### config.mk
export PLATFORM = sky130hd
export DESIGN_NAME = list_sum_datapath
export DESIGN_NICKNAME = d
export VERILOG_FILES = /design/src/rtl/list_sum_datapath.sv
export SDC_FILE = /design/constraint.sdc
export NUM_CORES = 2
export LEC_CHECK = 0
export CAP_MARGIN = 10
export CORE_MARGIN = 1.5
export CORE_UTILIZATION = 45
export DETAILED_ROUTE_END_ITERATION = 10
export PLACE_DENSITY = 0.65
export SYNTH_ARGS = -nofsm -noshare
export SYNTH_HDL_FRONTEND = slang
export SYNTH_SLANG_ARGS = --single-unit
### constraint.sdc
create_clock -name clk -period 6 [get_ports clk]
set_clock_uncertainty 0.05 [all_clocks]
set_input_delay 1.8 -clock clk [delete_from_list [all_inputs] [get_ports clk]]
set_output_delay 1.8 -clock clk [all_outputs]
set_load 0.02 [all_outputs]
### src/rtl/list_sum_datapath.sv
// list_sum_datapath: datapath of the linked-list summation engine.
// Holds the list memory, the running-sum and next-pointer registers, and a
// result capture stage. The sequencing of ld_sum/ld_next/sel lines is left
// entirely to the external list-sum controller.
// Node layout: mem[p] = value, mem[p+1] = link; a link of 0 terminates the list.
module list_sum_datapath #(
    parameter int DW = 8,
    parameter int AW = 8
) (
    input  logic          clk,
    input  logic          rst,
    input  logic          start,
    input  logic [AW-1:0] head,
    input  logic          we,
    input  logic [AW-1:0] waddr,
    input  logic [DW-1:0] wdata,
    input  logic          ld_sum,
    input  logic          ld_next,
    input  logic          sum_sel,
    input  logic          next_sel,
    input  logic          a_sel,
    input  logic          done,
    output logic          next_zero,
    output logic [DW-1:0] sum,
    output logic [DW-1:0] result,
    output logic          result_valid,
    output logic          overflow,
    output logic [AW-1:0] nodes
);

    localparam int DEPTH = 1 << AW;

    logic [DW-1:0] mem [DEPTH];
    logic [AW-1:0] next_ptr;
    logic [AW-1:0] addr;
    logic [DW-1:0] rd_data;
    logic [AW-1:0] rd_link;
    logic [DW:0]   sum_add;
    logic          start_q;
    logic          done_q;

    // Read address: data word at next, link word one above it (wraps).
    assign addr    = a_sel ? next_ptr : next_ptr + AW'(1);
    assign rd_data = mem[addr];
    assign rd_link = AW'(rd_data);
    assign sum_add = {1'b0, sum} + {1'b0, rd_data};
    assign next_zero = (next_ptr == '0);

    // Host preload port; locked out while a run is active. Memory is not reset.
    always_ff @(posedge clk) begin
        if (!rst && we && !start) begin
            mem[waddr] <= wdata;
        end
    end

    // Sum / next / overflow / node-count registers: reinitialised every idle
    // cycle, loaded under controller strobes while running.
    always_ff @(posedge clk) begin
        if (rst) begin
            sum      <= '0;
            next_ptr <= '0;
            overflow <= 1'b0;
            nodes    <= '0;
        end else if (!start) begin
            sum      <= '0;
            next_ptr <= head;
            overflow <= 1'b0;
            nodes    <= '0;
        end else begin
            if (ld_sum) begin
                sum <= sum_sel ? sum_add[DW-1:0] : '0;
                if (sum_sel && sum_add[DW]) begin
                    overflow <= 1'b1;
                end
                if (nodes != '1) begin
                    nodes <= nodes + AW'(1);
                end
            end
            if (ld_next) begin
                next_ptr <= next_sel ? rd_link : head;
            end
        end
    end

    // Result capture on the first done cycle of a run; a new run (start
    // rising) invalidates the previous result but leaves its value in place.
    always_ff @(posedge clk) begin
        if (rst) begin
            start_q      <= 1'b0;
            done_q       <= 1'b0;
            result       <= '0;
            result_valid <= 1'b0;
        end else begin
            start_q <= start;
            done_q  <= done & start;
            if (start && !start_q) begin
                result_valid <= 1'b0;
            end
            if (done && start && !done_q) begin
                result       <= sum;
                result_valid <= 1'b1;
            end
        end
    end

endmodule

==> flow_metrics.tcl <==
set metrics [dict create \
    p_leak_nw 40.9 \
    multi_input_area_um2 38700 \
    cts_buffers 213 \
    vias_per_cell 6.18 \
    design_area_um2 119000 \
    synth_warnings 0 \
    cp.arrival_ps 6490 \
    layout_common_cells "2048 x edfxtp_1, 1721 x mux2i_1, 702 x buf_4, 442 x mux4_2, 319 x nor2_1" \
    synth_ff_type "edfxtp_1" \
    slew_headroom 0.206 \
    vdd_drop_max_mv 0.230 \
    h-tree-depth 4 \
    reg2reg_from "next_ptr[1]$_SDFFE_PP0P_" \
    drt_iter0_drc 6268 \
    synthArstFlopShare 0 \
    seq_area_frac_synth 0.597 \
    hp-start "result_valid$_SDFFE_PP0P_" \
    core_area_um2 230000 \
    detail_route.first_pass.iterations 7 \
    place_hpwl_mm 192 \
    drv_slew 0 \
    drtAntennaViolNets 0 \
    synth_edf_count 2048 \
    critPathLaunchType "input pin" \
    die_height_um 484 \
    synth.avg_cell_area_um2 15.9 \
    critical_path_class "in -> reg" \
    cp-end-kind "flop" \
    finalNetCount 7145 \
    grt_pass1_wl_mm 424 \
    max_freq_ghz 0.172 \
    holdWs_ps 444 \
    design.die.area_um2 235000 \
    syn_inst 6573 \
    dpl-instance-area_um2 112000 \
    die_x_um 484 \
    routed_wl_mm 291 \
    tightest_slew_ps 1190 \
    overflow 0 \
    syn_area_um2 104000 \
    clk_latency_ps 880 \
    wl_per_cell_um 28.2 \
    worst-path-max-fanout 12 \
    seqCellArea_um2 62200 \
    rows 176 \
    synth_fp_nets 6619 \
    min_path_type "reg -> reg" \
    io_pins 61 \
    cts_tree "yes" \
    finish.utilization 0.518 \
    cts-root-buf "clkbuf_16" \
    postCtsHoldBufs 0 \
    grt_usage 0.243 \
    hold_violations 0 \
    fill_cells 18600 \
    drive_gt1_frac 0.220 \
    antenna_found_initial 13 \
    outcome "finished, final reports clean" \
    grt_pass1_vias 64000 \
    fin_crit_sh 0.969 \
    vias 63700 \
    grt_max_degree 135 \
    clk_pin_slew_worst_paths_ps 60 \
    globalplace.congestion 0.946 \
    clk_path_buf_depth 3 \
    clock-sinks 2084 \
    start_util 0.453 \
    setup_viol 0 \
    syn_to_final_growth_pct 14.3 \
    ys_types 90 \
    cellPowerDensity_nw_per_um2 295 \
    critPathLaunch "a_sel" \
    cap_violations 0 \
    layout_commonest_cell "edfxtp_1" \
    min_period_ps 5820 \
    yosys_register_bits 2084 \
    critPathRequiredTime_ps 6670 \
    io_buffers 60 \
    drc_errors 0 \
]
Yosys cell counts (12+ instances only):
cell,instances,share of area
edfxtp_1,2048,0.59
mux2i_1,1721,0.17
mux4_2,442,0.095
nor2_1,320,0.012
nand2_1,226,0.0081
and3b_1,171,0.014
buf_2,156,0.0075
clkbuf_1,136,0.0049
a2111oi_0,125,0.010
buf_4,111,0.0080
a22oi_1,102,0.0073
and3_1,100,0.0060
buf_6,100,0.011
nor3b_1,86,0.0062
nand4_1,79,0.0047
a21oi_1,74,0.0036
nand3_1,57,0.0027
a22o_1,47,0.0039
dfxtp_1,36,0.0069
nand2b_1,36,0.0022
a211oi_1,26,0.0019
nor2b_1,26,0.0016
nor3_1,20,0.00096
inv_1,18,0.00065
o22ai_1,18,0.0011
and2_1,15,0.00090
a221oi_1,14,0.0012
o22a_1,14,0.0012
a222oi_1,13,0.0012
buf_1,13,0.00047
a311oi_1,12,0.0010
o21ai_0,12,0.00058
logic make-up after synthesis:
logic type / Yosys count / share of synthesized area
compound gates: 555 / 0.0417
flops: 2084 / 0.597
fa+ha+maj: 12 / 0.00151
xor+xnor: 17 / 0.00168
simple gates: 1190 / 0.0635
mux: 2169 / 0.261
buf+inv: 546 / 0.0336
final timing paths:
check	slack [ps]	endpoint	cells after the start
max	180	overflow$_SDFFE_PP0P_	22
min	440	result_valid$_SDFFE_PP0P_	2
max reg2reg	370	overflow$_SDFFE_PP0P_	24
min reg2reg	440	result_valid$_SDFFE_PP0P_	2
layer usage:
layer,share of wire,track usage,vias up
li1,-,-,27600
met1,0.41,0.321,33000
met2,0.48,0.397,2557
met3,0.077,0.0471,557
met4,0.039,0.0909,4
met5,0.00011,0,-
power by group:
group          total [W]  leakage (nW)  internal, W  switching, W
sequential        0.0160          18.7       0.0160     0.0000337
clock             0.0132          3.34      0.00751       0.00570
combinational    0.00591          18.8      0.00268       0.00323
total             0.0352          40.9       0.0262       0.00897
final cells by class:
cell class	instances	share of cell area
inverter	21	0.000787
multi-input combinational	3943	0.325
sequential	2084	0.522
clock buffer	263	0.0468
clock inverter	134	0.0113
tap	3026	0.0318
antenna	7	0.000147
timing repair buffer	836	0.0618
worst max-delay path, cell delays in order:
cell,delay [ps]
buf_8,140
buf_4,220
nand4b_4,190
buf_4,190
xnor2_2,150
buf_4,180
nor4_4,370
buf_12,200
a21boi_0,820
o41a_1,320
buf_4,150
or3_1,120
ha_1,240
nor2b_1,130
o21ai_0,220
a21boi_0,170
o21a_1,210
o21ai_0,160
nand2b_1,80
a21o_1,190
a21oi_1,160
nor2_1,60
state kept, by name, indices dropped and copies added (netlist names):
register,count
result_valid,1
nodes,8
done_q,1
overflow,1
sum,8
next_ptr,8
start_q,1
mem,2048
result,8
stage by stage:
step                total power, W  std cells  setup TNS, ps  worst slack (ps)
floorplan                   0.0202       6573              0               427
global placement            0.0220       9903          -3170              -791
detailed placement          0.0221       9903          -3690              -911
CTS                         0.0352      10300              0              21.9
global route                0.0362      10300          -27.7             -27.7
finish                      0.0352      10300              0               185
repair_timing:
item | in CTS | in global routing
buffers inserted | 0 | 4
pin swaps | 0 | 2
cloned | 0 | 3
resized for setup | 2 | 22
endpoints found under the setup margin | 1 | 3
Power figures use the tool's default switching activity.
